===== config.mk =====
export PLATFORM = sky130hd
export DESIGN_NAME = accumulator_bank
export DESIGN_NICKNAME = d
export VERILOG_FILES = /design/src/rtl/acc_bank_pkg.sv /design/src/rtl/acc_step.sv /design/src/rtl/accumulator_bank.sv
export SDC_FILE = /design/constraint.sdc
export NUM_CORES = 1
export LEC_CHECK = 0
export ABC_AREA = 1
export CORE_UTILIZATION = 55
export DETAILED_ROUTE_END_ITERATION = 6
export GPL_ROUTABILITY_DRIVEN = 0
export PLACE_DENSITY = 0.9
export SLEW_MARGIN = 20
export SYNTH_ARGS = -nofsm -noshare
export SYNTH_HDL_FRONTEND = slang
export SYNTH_HIERARCHICAL = 1
export SYNTH_SLANG_ARGS = --single-unit

===== constraint.sdc =====
create_clock -name clk -period 3.7 [get_ports clk]
set_input_delay 0.74 -clock clk [delete_from_list [all_inputs] [get_ports clk]]
set_output_delay 0.74 -clock clk [all_outputs]
set_load 0.02 [all_outputs]

===== src/rtl/acc_bank_pkg.sv =====
// Shared types for the accumulator bank: command opcodes and sequencer states.
package acc_bank_pkg;

  typedef enum logic [2:0] {
    OP_NOP  = 3'd0,
    OP_LOAD = 3'd1,
    OP_CLR  = 3'd2,
    OP_INC  = 3'd3,
    OP_DEC  = 3'd4,
    OP_SHL  = 3'd5,
    OP_SHR  = 3'd6,
    OP_ROL  = 3'd7
  } op_e;

  typedef enum logic {
    ST_IDLE  = 1'b0,
    ST_SHIFT = 1'b1
  } state_e;

endpackage


===== src/rtl/acc_step.sv =====
// One-step datapath: next register value and carry-out for a single operation.
// Shift ops move exactly one bit; multi-bit shifts iterate this step.
module acc_step
  import acc_bank_pkg::*;
#(
  parameter int WIDTH = 8
) (
  input  op_e              op,
  input  logic [WIDTH-1:0] value,
  input  logic [WIDTH-1:0] load_data,
  output logic [WIDTH-1:0] next_value,
  output logic             carry
);

  always_comb begin
    // NOTE: defaults first so every path assigns both outputs and no latch is inferred.
    next_value = value;
    carry      = 1'b0;
    unique case (op)
      OP_LOAD: next_value = load_data;
      OP_CLR:  next_value = '0;
      OP_INC: begin
        next_value = value + WIDTH'(1);
        carry      = &value;
      end
      OP_DEC: begin
        next_value = value - WIDTH'(1);
        carry      = (value == '0);
      end
      OP_SHL: begin
        next_value = {value[WIDTH-2:0], 1'b0};
        carry      = value[WIDTH-1];
      end
      OP_SHR: begin
        next_value = {1'b0, value[WIDTH-1:1]};
        carry      = value[0];
      end
      OP_ROL: begin
        next_value = {value[WIDTH-2:0], value[WIDTH-1]};
        carry      = value[WIDTH-1];
      end
      default: ;
    endcase
  end

endmodule


===== src/rtl/accumulator_bank.sv =====
// Bank of DEPTH accumulators with single-cycle arithmetic and bit-serial
// shift/rotate; one command at a time, shared carry/zero flags.
module accumulator_bank
  import acc_bank_pkg::*;
#(
  parameter  int WIDTH = 8,
  parameter  int DEPTH = 4,
  localparam int SEL_W = $clog2(DEPTH),
  localparam int AMT_W = $clog2(WIDTH)
) (
  input  logic             clk,
  input  logic             rst,
  input  logic [WIDTH-1:0] bus_in,
  input  logic             cmd_valid,
  input  logic [2:0]       cmd_op,
  input  logic [SEL_W-1:0] cmd_sel,
  input  logic [AMT_W-1:0] cmd_amt,
  output logic             cmd_ready,
  input  logic             enable_output,
  input  logic [SEL_W-1:0] out_sel,
  output logic [WIDTH-1:0] bus_out,
  output logic             bus_oe,
  output logic [WIDTH-1:0] reg_a,
  output logic             cf,
  output logic             zf
);

  logic [WIDTH-1:0] regs [DEPTH];
  state_e           state;
  op_e              shift_op;
  logic [SEL_W-1:0] shift_sel;
  logic [AMT_W-1:0] remain;

  op_e              cmd_op_e;
  logic             cmd_is_shift;
  op_e              step_op;
  logic [SEL_W-1:0] step_sel;
  logic [WIDTH-1:0] step_in;
  logic [WIDTH-1:0] step_value;
  logic             step_carry;

  assign cmd_op_e     = op_e'(cmd_op);
  assign cmd_is_shift = cmd_op_e inside {OP_SHL, OP_SHR, OP_ROL};

  // While shifting, the step unit iterates the captured command instead of the live one.
  assign step_op  = (state == ST_SHIFT) ? shift_op  : cmd_op_e;
  assign step_sel = (state == ST_SHIFT) ? shift_sel : cmd_sel;
  assign step_in  = regs[step_sel];

  acc_step #(.WIDTH(WIDTH)) u_step (
    .op         (step_op),
    .value      (step_in),
    .load_data  (bus_in),
    .next_value (step_value),
    .carry      (step_carry)
  );

  always_ff @(posedge clk or posedge rst) begin
    if (rst) begin
      // NOTE: the register file is reset too, since the bank must read all-zero the moment rst rises.
      for (int i = 0; i < DEPTH; i++) regs[i] <= '0;
      state     <= ST_IDLE;
      cmd_ready <= 1'b1;
      shift_op  <= OP_NOP;
      shift_sel <= '0;
      remain    <= '0;
      cf        <= 1'b0;
      zf        <= 1'b0;
    end else begin
      // NOTE: all state here uses non-blocking assignment so every read sees pre-edge values.
      unique case (state)
        ST_IDLE: begin
          if (cmd_valid && cmd_op_e != OP_NOP) begin
            if (cmd_is_shift && cmd_amt == '0) begin
              cf <= 1'b0;
              zf <= (step_in == '0);
            end else begin
              regs[cmd_sel] <= step_value;
              if (cmd_is_shift && cmd_amt > AMT_W'(1)) begin
                state     <= ST_SHIFT;
                cmd_ready <= 1'b0;
                shift_op  <= cmd_op_e;
                shift_sel <= cmd_sel;
                remain    <= cmd_amt - AMT_W'(1);
              end else begin
                cf <= step_carry;
                zf <= (step_value == '0);
              end
            end
          end
        end
        ST_SHIFT: begin
          regs[shift_sel] <= step_value;
          remain          <= remain - AMT_W'(1);
          if (remain == AMT_W'(1)) begin
            state     <= ST_IDLE;
            cmd_ready <= 1'b1;
            cf        <= step_carry;
            zf        <= (step_value == '0);
          end
        end
        default: state <= ST_IDLE;
      endcase
    end
  end

  assign bus_out = enable_output ? regs[out_sel] : '0;
  assign bus_oe  = enable_output;
  assign reg_a   = regs[0];

endmodule


# After elaboration in Yosys (flattened, before gate mapping)
# Index checks and enable logic that the tools add are counted.
[op_classes] n_addsub=4 n_lt_le_gt_ge=7 eq_ne=16 mux=44 bitwise=6 n_reduce_logical=17
[ops] operator="$bwmux 32" count=2
[ops] operator="$mux 32" count=2
[ops] operator="$pmux 32 s2" count=1
[ops] operator="$mux 8" count=7
[ops] operator="$pmux 8 s7" count=1
[ops] operator="$bmux 8 s2" count=2
[ops] operator="$demux 8 s2" count=2
[ops] operator="$eq 3x3->1 const B" count=7
[ops] operator="$logic_not 8->1" count=2
[ops] operator="$mux 1" count=16
[ops] operator="$ge 3x3->1 const B" count=4
[ops] operator="$mux 3" count=4
[ops] operator="$not 2->3" count=4
[ops] operator="$add 8x1->8 const B" count=1
[ops] operator="$pmux 1 s2" count=4
[ops] operator="$reduce_and 4->1" count=2
[ops] operator="$reduce_and 8->1" count=1
[ops] operator="$sub 8x1->8 const B" count=1
[ops] operator="$eq 3x1->1 const B" count=2
[ops] operator="$eq 3x2->1 const B" count=2
[ops] operator="$lt 3x1->1 const B" count=2
[ops] operator="$ne 2x2->1 const B" count=3
[ops] operator="$pmux 3 s2" count=1
[ops] operator="$reduce_and 3->1" count=2
[ops] operator="other kinds (12)" count=19
[totals] reg_bits=44 out_inout_bits=20 word_cells=105

# Depth between registers and ports, before layout
[depth] depth_word=12 ltp_mapped=22

# Hierarchy
# Netlist, hierarchy kept.
[modules_own_cells] mod="accumulator_bank" instances=1 cells_per_inst=364 area_each_um2=2640.0 seq_area_each_um2=1102.3
[modules_own_cells] mod="acc_step" instances=1 cells_per_inst=137 area_each_um2=755.7 seq_area_each_um2=0.0

# Least setup slack after synthesis
# Ideal clock, no wire load.
[synth_path] path_kind="input-to-reg" start="input port cmd_op[1]" end="register zf" arrival_time_ns=3.146 required_time_ns=3.623 slack_ns=0.477 stages=18 n_path_buf=0 cell_sequence="inv_1 -> o21ai_0 -> nor2_2 -> nand2_2 -> inv_1 -> ha_1 -> nand3_1 -> nand3_1 -> nand2_1 -> nand2_1 -> nand2_1 -> nand3_1 -> a21oi_2 -> nor4_1 -> nand3_1 -> inv_1 -> nor2_1 -> a21oi_1"
[synth_between] elab_chain_cells=8
[synth_lines] item="start: declaration" line="accumulator_bank.sv:15" source="input logic [2:0] cmd_op,"
[synth_lines] item="$mux 3 (*)" line="accumulator_bank.sv:46" source="assign step_op = (state == ST_SHIFT) ? shift_op : cmd_op_e;"
[synth_lines] item="named net step_op[1]" line="accumulator_bank.sv:36" source="op_e step_op;"
[synth_lines] item="$eq 3x3->1, or another cell as far along" line="acc_step.sv:19" source="unique case (op)"
[synth_lines] item="$pmux 8 s7 (*)" line="acc_step.sv:19"
[synth_lines] item="named net step_value[5]" line="accumulator_bank.sv:39" source="logic [WIDTH-1:0] step_value;"
[synth_lines] item="$logic_not 8->1 (*)" line="accumulator_bank.sv:87, accumulator_bank.sv:99"
[synth_lines] item="$mux 1" line="accumulator_bank.sv:79" source="if (cmd_is_shift && cmd_amt > AMT_W'(1)) begin"
[synth_lines] item="$mux 1" line="accumulator_bank.sv:74" source="if (cmd_is_shift && cmd_amt == '0) begin"
[synth_lines] item="$mux 1" line="accumulator_bank.sv:73" source="if (cmd_valid && cmd_op_e != OP_NOP) begin"
[synth_lines] item="$pmux 1 s2 (*)" line="accumulator_bank.sv:71" source="unique case (state)"
[synth_lines] item="end signal: assignment" line="accumulator_bank.sv:76" source="zf <= (step_in == '0);"
[synth_lines] item="end signal: assignment" line="accumulator_bank.sv:87" source="zf <= (step_value == '0);"
[synth_lines] item="end signal: assignment" line="accumulator_bank.sv:99" source="zf <= (step_value == '0);"
[synth_lines] item="end: declaration" line="accumulator_bank.sv:25" source="output logic zf"
# Mark *: on every way through the listed nets, which the timed path passes. The rest lies on a longest branch. The select of a mux whose other input is x is not followed.
# A chain may end at the register's enable or synchronous reset.

# Final worst setup path
[layout_path] start="input port out_sel[0]" end="output port bus_out[5]"
[layout_between] elab_chain_cells=5
[layout_lines] item="start: declaration" line="accumulator_bank.sv:20" source="input logic [SEL_W-1:0] out_sel,"
[layout_lines] item="$not 2->3 (implied by the code)" line="accumulator_bank.sv:107" source="assign bus_out = enable_output ? regs[out_sel] : '0;"
[layout_lines] item="$bmux 8 s2" line="accumulator_bank.sv:107"
[layout_lines] item="$mux 8 (implied by the code) (2 in a row)" line="accumulator_bank.sv:107"
[layout_lines] item="$mux 8" line="accumulator_bank.sv:107"
[layout_lines] item="end: declaration" line="accumulator_bank.sv:21" source="output logic [WIDTH-1:0] bus_out,"
# Every way passes these cells. The select of a mux whose other input is x is not followed.

==> results.toml <==
[finish]
final_cells = 613
drive_gt1_frac = 0.0929
area_growth_pct = 16.5
final_design_area_no_fill_mm2 = 0.00396
nets = 571
antenna_cells = 0

[synth]
yosys_warnings = 6
synth_seq_cells = 44
syn-num-nets = 535
synth_area_mm2 = 0.00340
synth_top_area_share = 0.317
syn_inst = 501
synth_top_area_cell = "dfrtp_1"
yosysUniqueCellTypes = 38
syn_avg_cell_area_um2 = 6.78
synth_area_leaders = "dfrtp_1, nand2_1, o21ai_0, inv_1, nand3_1"
seq_area_frac_synth = 0.325

[place]
io_buffers = 41
place_inst = 605
dp_hpwl_mm = 6.64
placed_area_mm2 = 0.00382

[cts]
clk_path_buf_depth = 2
cts_made_buffers = 5
clkSinkCount = 44
post-cts-setup-buffer-count = 0
cts_hold_buf = 0
root_buffer = "clkbuf_8"
clkLatencyLatePin_ns = 0.30
ctsResizeCount = 0
clk_pin_slew_ns = 0.08
h-tree-depth = 2
cts_tree = "built"

[drt]
drtIter0Drc = 545
vias = 3517
post_drt_wl_per_cell_um = 14.4
remaining_drc_errors = 0
vias_per_cell = 5.74
antenna_left = 0
dr.pass1.iters = 5
routed_wl_mm = 8.84

[sta]
setup_viol = 0
slew_headroom = 0.528
timing.fmax_ghz = 0.279
worst_pin_slew_ns = 0.705
min_period_ns = 3.58
fin_crit_sh = 0.968
slew_viol_final = 0
finClkSkew_ns = 0.0111
setup_tns_ns = 0
hold_viol_final = 0
rsz0062_at_grt = "no"

[power]
p_per_area_mw_per_mm2 = 917
p_sw_frac = 0.508
combPwrFrac = 0.644
power.internal_mw = 1.78
max-vdd-ir-drop_uv = 549
p_switching_mw = 1.84
leakage_nw = 1.91
power.share.clock = 0.118
seq_power_share = 0.238

[critical_path]
end_kind = "output pin"
slowest_stage = "clkdlybuf4s50_1"
rr_endpoint = "zf"
worst-path-buf-inv = 3
cp_cell_sequence = "clkdlybuf4s50_1 > inv_1 > a21oi_1 > o21ai_0 > a21oi_1 > clkdlybuf4s50_1"
rrSetupSlack_ns = 0.51
worstPathRequired_ns = 2.96
cp-start-kind = "input pin"
worst-setup-path-type = "in -> out"
cpLargestDelayFamily = "buffers and inverters"
worstPathArrival_ns = 2.84
crit_fanout = 14
cpPeakStageDelay_ns = 0.64
worstReg2RegStart = "state"
ff2ff_path_depth = 18

[global_route]
grt_use_total = 0.294
first_global_vias = 3162
grt_pass1_wl_mm = 14.7
grt-ovfl-total = 0
grt_max_degree = 31
antenna_found_initial = 0

[floorplan]
die_area_mm2 = 0.00649
dieHeight_um = 80.6
chipWidth_um = 80.6
start_util = 0.574
core_area_mm2 = 0.00592
row_count = 28
io_pins = 42

[hold_path]
worst_hold_path.endpoint = "cmd_ready"
min_from = "cmd_ready"
min_path_type = "reg -> reg"
holdPathStages = 2

[outcome]
status = "finished, final reports clean"

[job]
drv_cap = 0
==> cell usage after synthesis (all sizes together) <==
library cell and number:
nand3 45, fa 1, xnor2 1, a211oi 2, or2 2, dfrtp 43, a21oi 32, nand4 9
o21ai 68, nor2 49, a31oi 2, o22ai 2, xor2 1, inv 70, dfstp 1, nand3b 2
nor4 2, ha 11, nor3 2, clkbuf 5, buf 21, o211ai 6, o21a 3, nand2 121
==> kinds of logic after synthesis <==
family                   after synthesis  synth area share
AND/OR/NAND/NOR                      232             0.307
AO/OA/AOI/OAI                        115             0.186
buffers and inverters                 96             0.131
flip-flops                            44             0.325
adder cells (fa/ha/maj)               12            0.0464
XOR/XNOR                               2           0.00516
==> worst max-delay path by stage <==
stage / from / end / depth (start not counted)
after floorplan: cmd_op[1] / zf / 18
after global placement: cmd_sel[1] / zf / 18
after detailed placement: cmd_sel[0] / zf / 19
after CTS: out_sel[0] / bus_out[5] / 6
after global routing: out_sel[0] / bus_out[6] / 6
final: out_sel[0] / bus_out[5] / 6
==> per-stage QoR <==
step | setup slack, ns | utilization | total power, mW | hold WS [ns]
4_1_cts | 0.140 | 0.668 | 3.57 | 0.466
3_5_place_dp | 0.0387 | 0.646 | 3.13 | 0.454
2_1_floorplan | 0.477 | - | 2.52 | 0.439
3_3_place_gp | 0.150 | 0.646 | 3.04 | 0.452
5_1_grt | 0.0117 | 0.668 | 3.94 | 0.490
6_report | 0.117 | 0.668 | 3.63 | 0.467
==> registers in the layout, indices dropped and copies added (netlist names) <==
name	count
regs	24
reg_a	8
remain	3
shift_op	3
shift_sel	2
cf	1
cmd_ready	1
state	1
zf	1
==> metal layers <==
layer  GRT usage  wire length [um]
met5           0                 0
met2       0.492              4180
met4       0.121               250
met3      0.0386               748
met1       0.379              3660
==> layout make-up <==
type | instances | area (um^2)
Tap cell | 75 | 93.8
Fill cell | 497 | 1960
Sequential cell | 44 | 1100
Clock buffer | 6 | 72.6
Timing Repair Buffer | 55 | 515
Clock inverter | 2 | 60.1
Inverter | 70 | 263
Multi-Input combinational cell | 361 | 1850
==> worst register-to-register path, stage by stage, from the launching register on <==
cell and delay [ns]:
dfrtp_1 0.53, buf_4 0.26, o21ai_0 0.16, nor2_2 0.22, nand2_2 0.10, inv_1 0.25
ha_1 0.35, nand2_1 0.11, inv_1 0.04, a21oi_1 0.22, nand2_1 0.09, nand2_1 0.06
nand3_1 0.07, a21oi_1 0.25, nor4_1 0.09, nand3_1 0.08, inv_1 0.04, nor2_1 0.09
a21oi_1 0.07
==> placed cells by master, fill, tap and decap left out, drive strengths merged <==
| cell | count |
|---|---|
| o211ai | 6 |
| o22ai | 2 |
| a31oi | 2 |
| or2 | 2 |
| fa | 1 |
| nand2 | 121 |
| xnor2 | 1 |
| o21ai | 68 |
| nor2 | 49 |
| a21oi | 32 |
| nor4 | 2 |
| nor3 | 2 |
| ha | 11 |
| bufinv | 2 |
| a211oi | 2 |
| nand4 | 9 |
| clkbuf | 6 |
| clkdlybuf4s50 | 41 |
| o21a | 3 |
| buf | 14 |
| nand3 | 45 |
| nand3b | 2 |
| dfrtp | 43 |
| inv | 70 |
| xor2 | 1 |
| dfstp | 1 |
==> power by group through the flow <==
stage / sequential [mW] / clock [mW] / combinational [mW]
floorplan: 0.820 / 0 / 1.70
global placement: 0.856 / 0 / 2.18
detailed placement: 0.863 / 0 / 2.27
CTS: 0.856 / 0.437 / 2.28
global route: 0.888 / 0.456 / 2.59
finish: 0.864 / 0.430 / 2.34
Note: power is estimated with default switching activity, not from simulation.
